<file path="config.mk">
export PLATFORM = sky130hd
export DESIGN_NAME = pc_sequencer
export DESIGN_NICKNAME = d
export VERILOG_FILES = /design/src/rtl/pc_sequencer_pkg.sv /design/src/rtl/pc_sequencer_return_stack.sv /design/src/rtl/pc_sequencer.sv
export SDC_FILE = /design/constraint.sdc
export NUM_CORES = 1
export LEC_CHECK = 0
export ABC_AREA = 0
export CORE_AREA = 3 3 152 154
export CTS_CLUSTER_SIZE = 16
export DETAILED_ROUTE_END_ITERATION = 8
export DIE_AREA = 0 0 155 157
export DONT_BUFFER_PORTS = 1
export PLACE_DENSITY_LB_ADDON = 0.3
export RECOVER_POWER = 50
export SETUP_SLACK_MARGIN = 0.4
export SLEW_MARGIN = 20
export SYNTH_ARGS = -nofsm -noshare
export SYNTH_HDL_FRONTEND = slang
export SYNTH_SLANG_ARGS = --single-unit
</file>
<file path="constraint.sdc">
create_clock -name CLK -period 6.6 [get_ports CLK]
set_input_delay 0.99 -clock CLK [delete_from_list [all_inputs] [get_ports CLK]]
set_output_delay 0.99 -clock CLK [all_outputs]
set_load 0.02 [all_outputs]
</file>
<file path="src/rtl/pc_sequencer_pkg.sv">
// Shared PCControl encodings for the program-counter sequencer.
// Codes 5-7 are reserved and decode as SEQ.
package pc_seq_pkg;

  localparam int PCCTRL_W = 3;

  localparam logic [PCCTRL_W-1:0] SEQ    = 3'd0;
  localparam logic [PCCTRL_W-1:0] BRANCH = 3'd1;
  localparam logic [PCCTRL_W-1:0] JUMP   = 3'd2;
  localparam logic [PCCTRL_W-1:0] CALL   = 3'd3;
  localparam logic [PCCTRL_W-1:0] RET    = 3'd4;

endpackage

</file>
<file path="src/rtl/pc_sequencer_return_stack.sv">
// Circular LIFO return stack; a push while full overwrites the oldest entry.
// Latency: push/pop commit on the rising edge, top is combinational.
// Backpressure: none; over/underflow are reported as single-cycle events.
module return_stack_p #(
  parameter int WIDTH = 16,
  parameter int DEPTH = 8
) (
  input  logic             clk,
  input  logic             reset,
  input  logic             push,
  input  logic             pop,
  input  logic [WIDTH-1:0] wdata,
  output logic [WIDTH-1:0] top,
  output logic             full,
  output logic             empty,
  output logic             ovf_evt,
  output logic             unf_evt
);

  localparam int PTR_W = $clog2(DEPTH);

  logic [WIDTH-1:0] mem [DEPTH];
  logic [PTR_W-1:0] wptr;
  logic [PTR_W-1:0] top_ptr;
  logic [PTR_W:0]   count;

  // DEPTH is a power of two, so the pointer wraps naturally; a push while full
  // lands on the oldest slot, which is exactly the circular-overwrite rule.
  assign top_ptr = wptr - PTR_W'(1);
  assign top     = mem[top_ptr];
  assign full    = (count == (PTR_W+1)'(DEPTH));
  assign empty   = (count == '0);
  assign ovf_evt = push & full;
  assign unf_evt = pop & ~push & empty;

  always_ff @(posedge clk) begin
    if (reset) begin
      wptr  <= '0;
      count <= '0;
    end else if (push) begin
      wptr <= wptr + PTR_W'(1);
      if (!full) count <= count + (PTR_W+1)'(1);
    end else if (pop && !empty) begin
      wptr  <= top_ptr;
      count <= count - (PTR_W+1)'(1);
    end
  end

  always_ff @(posedge clk) begin
    if (push && !reset) mem[wptr] <= wdata;
  end

endmodule

</file>
<file path="src/rtl/pc_sequencer.sv">
// Program counter with sequential/branch/jump/call/return select; PC_TRAP_EN redirects stack faults to TRAP_VEC.
// Latency: new PC on PC_out one cycle after a PCWrite edge; SeqPC is combinational.
// Backpressure: none; PCWrite=0 freezes PC, stack and flags.
module pc_sequencer
  import pc_seq_pkg::*;
#(
  parameter int                ADDR_W    = 16,
  parameter int                RS_DEPTH  = 8,
  parameter int                INST_STEP = 2,
  parameter logic [ADDR_W-1:0] RESET_PC  = '0,
  parameter logic [ADDR_W-1:0] TRAP_VEC  = ADDR_W'(16'h0010)
) (
  input  logic                CLK,
  input  logic                Reset,
  input  logic                PCWrite,
  input  logic [PCCTRL_W-1:0] PCControl,
  input  logic [ADDR_W-1:0]   Target,
  input  logic [ADDR_W-1:0]   Offset,
  output logic [ADDR_W-1:0]   PC_out,
  output logic [ADDR_W-1:0]   SeqPC,
  output logic                RSFull,
  output logic                RSEmpty,
  output logic                RSOverflow,
  output logic                RSUnderflow,
  output logic                AddrWrap
);

`ifdef PC_TRAP_EN
  localparam bit TRAP_EN = 1'b1;
`else
  localparam bit TRAP_EN = 1'b0;
`endif

  logic [ADDR_W:0]   seq_sum;
  logic [ADDR_W:0]   br_sum;
  logic              br_wrap;
  logic [ADDR_W-1:0] next_pc;
  logic              next_wrap;
  logic              do_push;
  logic              do_pop;
  logic [ADDR_W-1:0] rs_top;
  logic              rs_full;
  logic              rs_empty;
  logic              ovf_evt;
  logic              unf_evt;

  assign seq_sum = {1'b0, PC_out} + (ADDR_W+1)'(INST_STEP);
  assign br_sum  = {1'b0, PC_out} + {1'b0, Offset};
  assign SeqPC   = seq_sum[ADDR_W-1:0];
  // Negative offsets stay in range only when the unsigned add carries out.
  assign br_wrap = br_sum[ADDR_W] ^ Offset[ADDR_W-1];

  always_comb begin
    next_pc   = SeqPC;
    next_wrap = seq_sum[ADDR_W];
    do_push   = 1'b0;
    do_pop    = 1'b0;
    case (PCControl)
      BRANCH: begin
        next_pc   = br_sum[ADDR_W-1:0];
        next_wrap = br_wrap;
      end
      JUMP: begin
        next_pc   = Target;
        next_wrap = 1'b0;
      end
      CALL: begin
        do_push   = PCWrite;
        next_pc   = (TRAP_EN && rs_full) ? TRAP_VEC : Target;
        next_wrap = 1'b0;
      end
      RET: begin
        do_pop    = PCWrite;
        next_pc   = rs_empty ? (TRAP_EN ? TRAP_VEC : SeqPC) : rs_top;
        next_wrap = 1'b0;
      end
      default: ;
    endcase
  end

  return_stack_p #(
    .WIDTH (ADDR_W),
    .DEPTH (RS_DEPTH)
  ) u_rs (
    .clk     (CLK),
    .reset   (Reset),
    .push    (do_push),
    .pop     (do_pop),
    .wdata   (SeqPC),
    .top     (rs_top),
    .full    (rs_full),
    .empty   (rs_empty),
    .ovf_evt (ovf_evt),
    .unf_evt (unf_evt)
  );

  assign RSFull  = rs_full;
  assign RSEmpty = rs_empty;

  always_ff @(posedge CLK) begin
    if (Reset) begin
      PC_out      <= RESET_PC;
      RSOverflow  <= 1'b0;
      RSUnderflow <= 1'b0;
      AddrWrap    <= 1'b0;
    end else begin
      AddrWrap <= PCWrite & next_wrap;
      if (PCWrite) begin
        PC_out      <= next_pc;
        RSOverflow  <= RSOverflow | ovf_evt;
        RSUnderflow <= RSUnderflow | unf_evt;
      end
    end
  end

endmodule

</file>
Word level (Yosys, flattened, before mapping):

Memory sizes are Yosys's and may differ from the RTL's.
Cells that the tools add are included.

* logic and storage cells: 48
* output and inout bits: 37
* bits of input ports: 38
* register bits after elaboration: 26
* memories: 1
* RAM bits: 128

* equality and inequality tests: 6
* mux-type cells: 12
* add/sub/neg operators: 6
* reductions and logical operators: 9
* bitwise operators: 8

Memory list
* u_rs.mem: depth 8, bits a word 16, read ports 1, clocked after Yosys merged registers in 0, write ports 1, RTL line pc_sequencer_return_stack.sv:22 `logic [WIDTH-1:0] mem [DEPTH];`

Operators with widths (count)
* $pmux 16 s3: 1
* $add 16x16->17: 1
* $add 16x2->17 const B: 1
* $mux 16: 1
* $mux 4: 3
* $eq 3x2->1 const B: 2
* $mux 3: 2
* $add 4x1->4 const B: 1
* $and 1x1->1: 4
* $eq 4x4->1 const B: 1
* $logic_not 4->1: 1
* $mux 1: 4
* $sub 4x1->4 const B: 1
* $add 3x1->3 const B: 1
* $eq 3x1->1 const B: 1
* $eq 3x3->1 const B: 1
* $reduce_or 3->1: 1
* $sub 3x1->3 const B: 1
* $logic_and 1x1->1: 2
* $logic_not 1->1: 2
* $ne 2x2->1 const B: 1
* $or 1x1->1: 2
* $pmux 1 s2: 1
* $reduce_and 2->1: 1
* 4 further kinds: 4

Depth between registers and ports, before layout:

* depth in word-level cells: 6
* depth in mapped cells: 13
* depth with buffers taken out: 9

Modules after synthesis:

Synthesis repeated with hierarchy kept, for this count alone.

* cell total of the unflattened synthesis: 580
* area total of the unflattened synthesis: 7747.4 sq um

Modules (own cells, without submodules)
* return_stack_p: cells an instance 258, area each 5412.7 sq um, times used 1
* pc_sequencer: cells an instance 322, area each 2334.7 sq um, times used 1

Worst setup path after synthesis:

OpenSTA, ideal clock, no wires.

* path type: input-to-reg
* from: in PCControl[2]
* to: mem u_rs.mem[5][0], enable pin
* arrival: 3.114 ns
* setup slack: 3.073 ns
* stages: 8
* path through: buf_4 > nor2b_2 > and3_1 > buf_4 > inv_2 > nor2_1 > nand2_1 > nor3b_1

* word-level cells in the longest chain between the ends: 5

Ends and longest elaborated chain
* from (decl): RTL line pc_sequencer.sv:16 `input logic [PCCTRL_W-1:0] PCControl,`
* $eq 3x2->1: RTL line pc_sequencer.sv:58 `case (PCControl)`
* $mux 1: RTL line pc_sequencer.sv:58
* $logic_and 1x1->1: RTL line pc_sequencer_return_stack.sv:50 `if (push && !reset) mem[wptr] <= wdata;`
* $mux 1: RTL line pc_sequencer_return_stack.sv:50
* $mux 1 (not written as such): RTL line pc_sequencer_return_stack.sv:50
* to (decl): RTL line pc_sequencer_return_stack.sv:22

No other way between the ends.

Worst setup path after layout:

* from: reg PC_out[1]
* to: out SeqPC[13]

* word-level cells in the longest chain between the ends: 1

Ends and longest elaborated chain
* from (decl): RTL line pc_sequencer.sv:19 `output logic [ADDR_W-1:0] PC_out,`
* from (signal assigned): RTL line pc_sequencer.sv:109 `PC_out <= next_pc;`
* $add 16x2->17: RTL line pc_sequencer.sv:47 `assign seq_sum = {1'b0, PC_out} + (ADDR_W+1)'(INST_STEP);`
* to (decl): RTL line pc_sequencer.sv:20 `output logic [ADDR_W-1:0] SeqPC,`

No other way between the ends.

==> results.toml <==
[status]
outcome = "finished with violations"
violations = "capacitance limit, slew limit"

[cells_and_area]
seq_area_um2 = 4370
multi_input_area_um2 = 3080
diodes = 0
layout.nets = 621
layout_commonest_cell = "edfxtp_1"
layout-drive-gt1-share_pct = 14.8
fill_cells = 2001
area_growth_pct = 12.4
mostFrequentLayoutCells = "edfxtp_1 (128), nor2_1 (38), a21oi_1 (33), nand2_1 (29), dfxtp_1 (25)"

[critical_path]
endpoint_kind = "output port"
r2r_end = "PC_out[15]"
cp-start-kind = "register"
slowest_delay_ps = 920
crit_family = "XOR/XNOR gates"
path_cells = "ha_1 > nand2_1 > nor2_1 > and2_0 > xor2_1"
crit_end = "SeqPC[13]"
r2r_setup_slack_ps = 3100
required_ps = 5610
crit_start = "PC_out[1]"
cp_max_fo = 9
crit_cells = 5
r2r_cells = 8
path_buf_inv = 0
cp.arrival_ps = 3030
cpMaxStageDelayCell = "xor2_1"
rr_startpoint = "u_rs.wptr[0]"
crit_type = "register to output port"

[routing]
drt_first_pass_iters = 4
wl_um = 18400
via_count = 4838
wl_per_cell_um = 21.6
ant_nets = 0
drt-initial-drc-count = 364
avgViaCountPerCell = 5.67
drc_errors = 0

[place]
place_hpwl_um = 13300
dp_slack_ps = 3050
place.gp.congestion = 0.868
io_buffer_count = 0

[floorplan]
rows = 54
dieArea_um2 = 24300
core-area_um2 = 21800
die_w_um = 155
initial_utilization_pct = 35.0
dieHeight_um = 157
pin_count = 75

[synth]
syn-mean-instance-area_um2 = 13.9
yosysWarnings = 0
ys_types = 70
syn_inst = 550
synth-seq-cells = 154
async_flop_share_pct = 0
syn-cell-area_um2 = 7630
ys_seq_area_share_pct = 57.2
syn_nets = 611
synth_edf_count = 128
ys.flop_type = "edfxtp_1"

[global_routing]
grt_pass1_wl_um = 28600
use_met3_pct = 4.48
grt.busiest_layer = "met2"
gr-total-overflow = 0
grt_pass1_vias = 4840
gr-usage-all-layers_pct = 15.3
antenna_found_initial = 0
use_met1_pct = 19.8
grt_use_met2_pct = 25.1
grt_max_degree = 36

[worst_hold_path]
min_path_type = "register to register"
min_from = "u_rs.count[3]"

[clock_tree]
h-tree-depth = 4
cts_tree = "yes"
cts_buffer_depth = 2
cts.clk_slew.worst_paths_ps = 80
cts_hold_buf = 0
clk_latency_ps = 420
cts.sinks = 154
post_cts_buffers = 0
cts_made_buffers = 17
cts_root_buffer = "clkbuf_16"
cts.repair.resized = 0

[timing]
whs_ps = 524
drv_slew = 7
setup_viol = 0
rsz0062_at_grt = "no"
tightest_slew_ps = 1760
setup_slack_ps = 2580
max_freq_mhz = 249
period_minus_slack_ps = 4020
totalNegativeSetupSlack_ps = 0
clock_skew_ps = 12.5
hold_violations = 0
relSlewSlack_pct = -18.4
fin_crit_sh_pct = 60.9

[pwr]
powerDensity_nw_per_um2 = 276
total_leakage_power_nw = 2.90
power_mw = 2.37
peakVddDrop_mv = 0.139

[flow_run]
maxCapViolCount = 1
[synthesized netlist by cell type (6+ instances only)]
library cell,count,area (um^2)
ha_1,21,263
buf_2,6,30.0
xnor2_1,16,140
mux2i_1,10,100
clkbuf_1,11,41.3
edfxtp_1,128,3840
xor2_1,12,105
nand2b_1,6,37.5
nand2_1,29,109
mux2_2,8,90.1
mux4_2,23,518
nand3_1,10,50.1
mux4_1,9,236
nand4_1,6,37.5
a21oi_1,33,165
a211oi_1,6,45.0
o21ai_0,18,90.1
inv_1,13,48.8
nor3_1,15,75.1
nor2_1,38,143
dfxtp_1,26,521
a221oi_1,10,87.6
[stage by stage]
stage,area (um^2),util [%],cells
global route,8580,39.3,853
detailed placement,8020,36.7,821
CTS,8650,39.6,853
finish,8580,39.3,853
floorplan,7630,-,550
global placement,7980,36.6,821
[cell families after synthesis]
family                   Yosys count  share of synthesized area [%]
flip-flops                       154                           57.2
multiplexers                      50                           12.4
adder cells (fa/ha/maj)           23                           3.97
AND/OR/NAND/NOR                  133                           8.84
XOR/XNOR                          30                           3.64
AO/OA/AOI/OAI                    120                           11.2
buffers and inverters             40                           2.82
[area by class of cell]
| cell class | count | share of cell area [%] |
|---|---|---|
| inverters | 14 | 0.613 |
| flip-flops and latches | 154 | 50.9 |
| clock buffers | 17 | 4.96 |
| repair buffers | 17 | 1.05 |
| well taps | 280 | 4.09 |
| multi-input cells | 356 | 35.9 |
| clock inverters | 15 | 2.41 |
[worst register-to-register path: stages, from the launching register on]
cell and delay (ps):
dfxtp_4 750, inv_1 200, ha_1 850, buf_4 400, mux4_1 360, mux2_2 290
a221o_1 350, a21oi_2 110, a31oi_1 80
[state kept, by name, indices dropped and copies added, names as in the netlist]
register,flops
PC_out,16
u_rs.mem,128
u_rs.count,4
u_rs.wptr,3
RSUnderflow,1
AddrWrap,1
RSOverflow,1
[worst min path at each step]
stage	to	slack, ps	cells after the start
after detailed placement	u_rs.count[3]	540	2
final	u_rs.count[3]	520	2
after CTS	u_rs.count[3]	550	2
after global routing	u_rs.count[3]	580	2
after global placement	u_rs.count[3]	520	2
after floorplan	u_rs.count[3]	500	2
[routing by layer]
layer	up-vias	part of all wire, %
met2	174	48
met1	2426	42
met5	-	0
met3	23	7.9
met4	0	1.7
li1	2215	-
[power breakdown]
part | internal, mW | switching, mW
sequential | 1.07 | 0.0401
combinational | 0.101 | 0.160
clock | 0.527 | 0.468
total | 1.70 | 0.668
(Power assumes the default switching activity.)
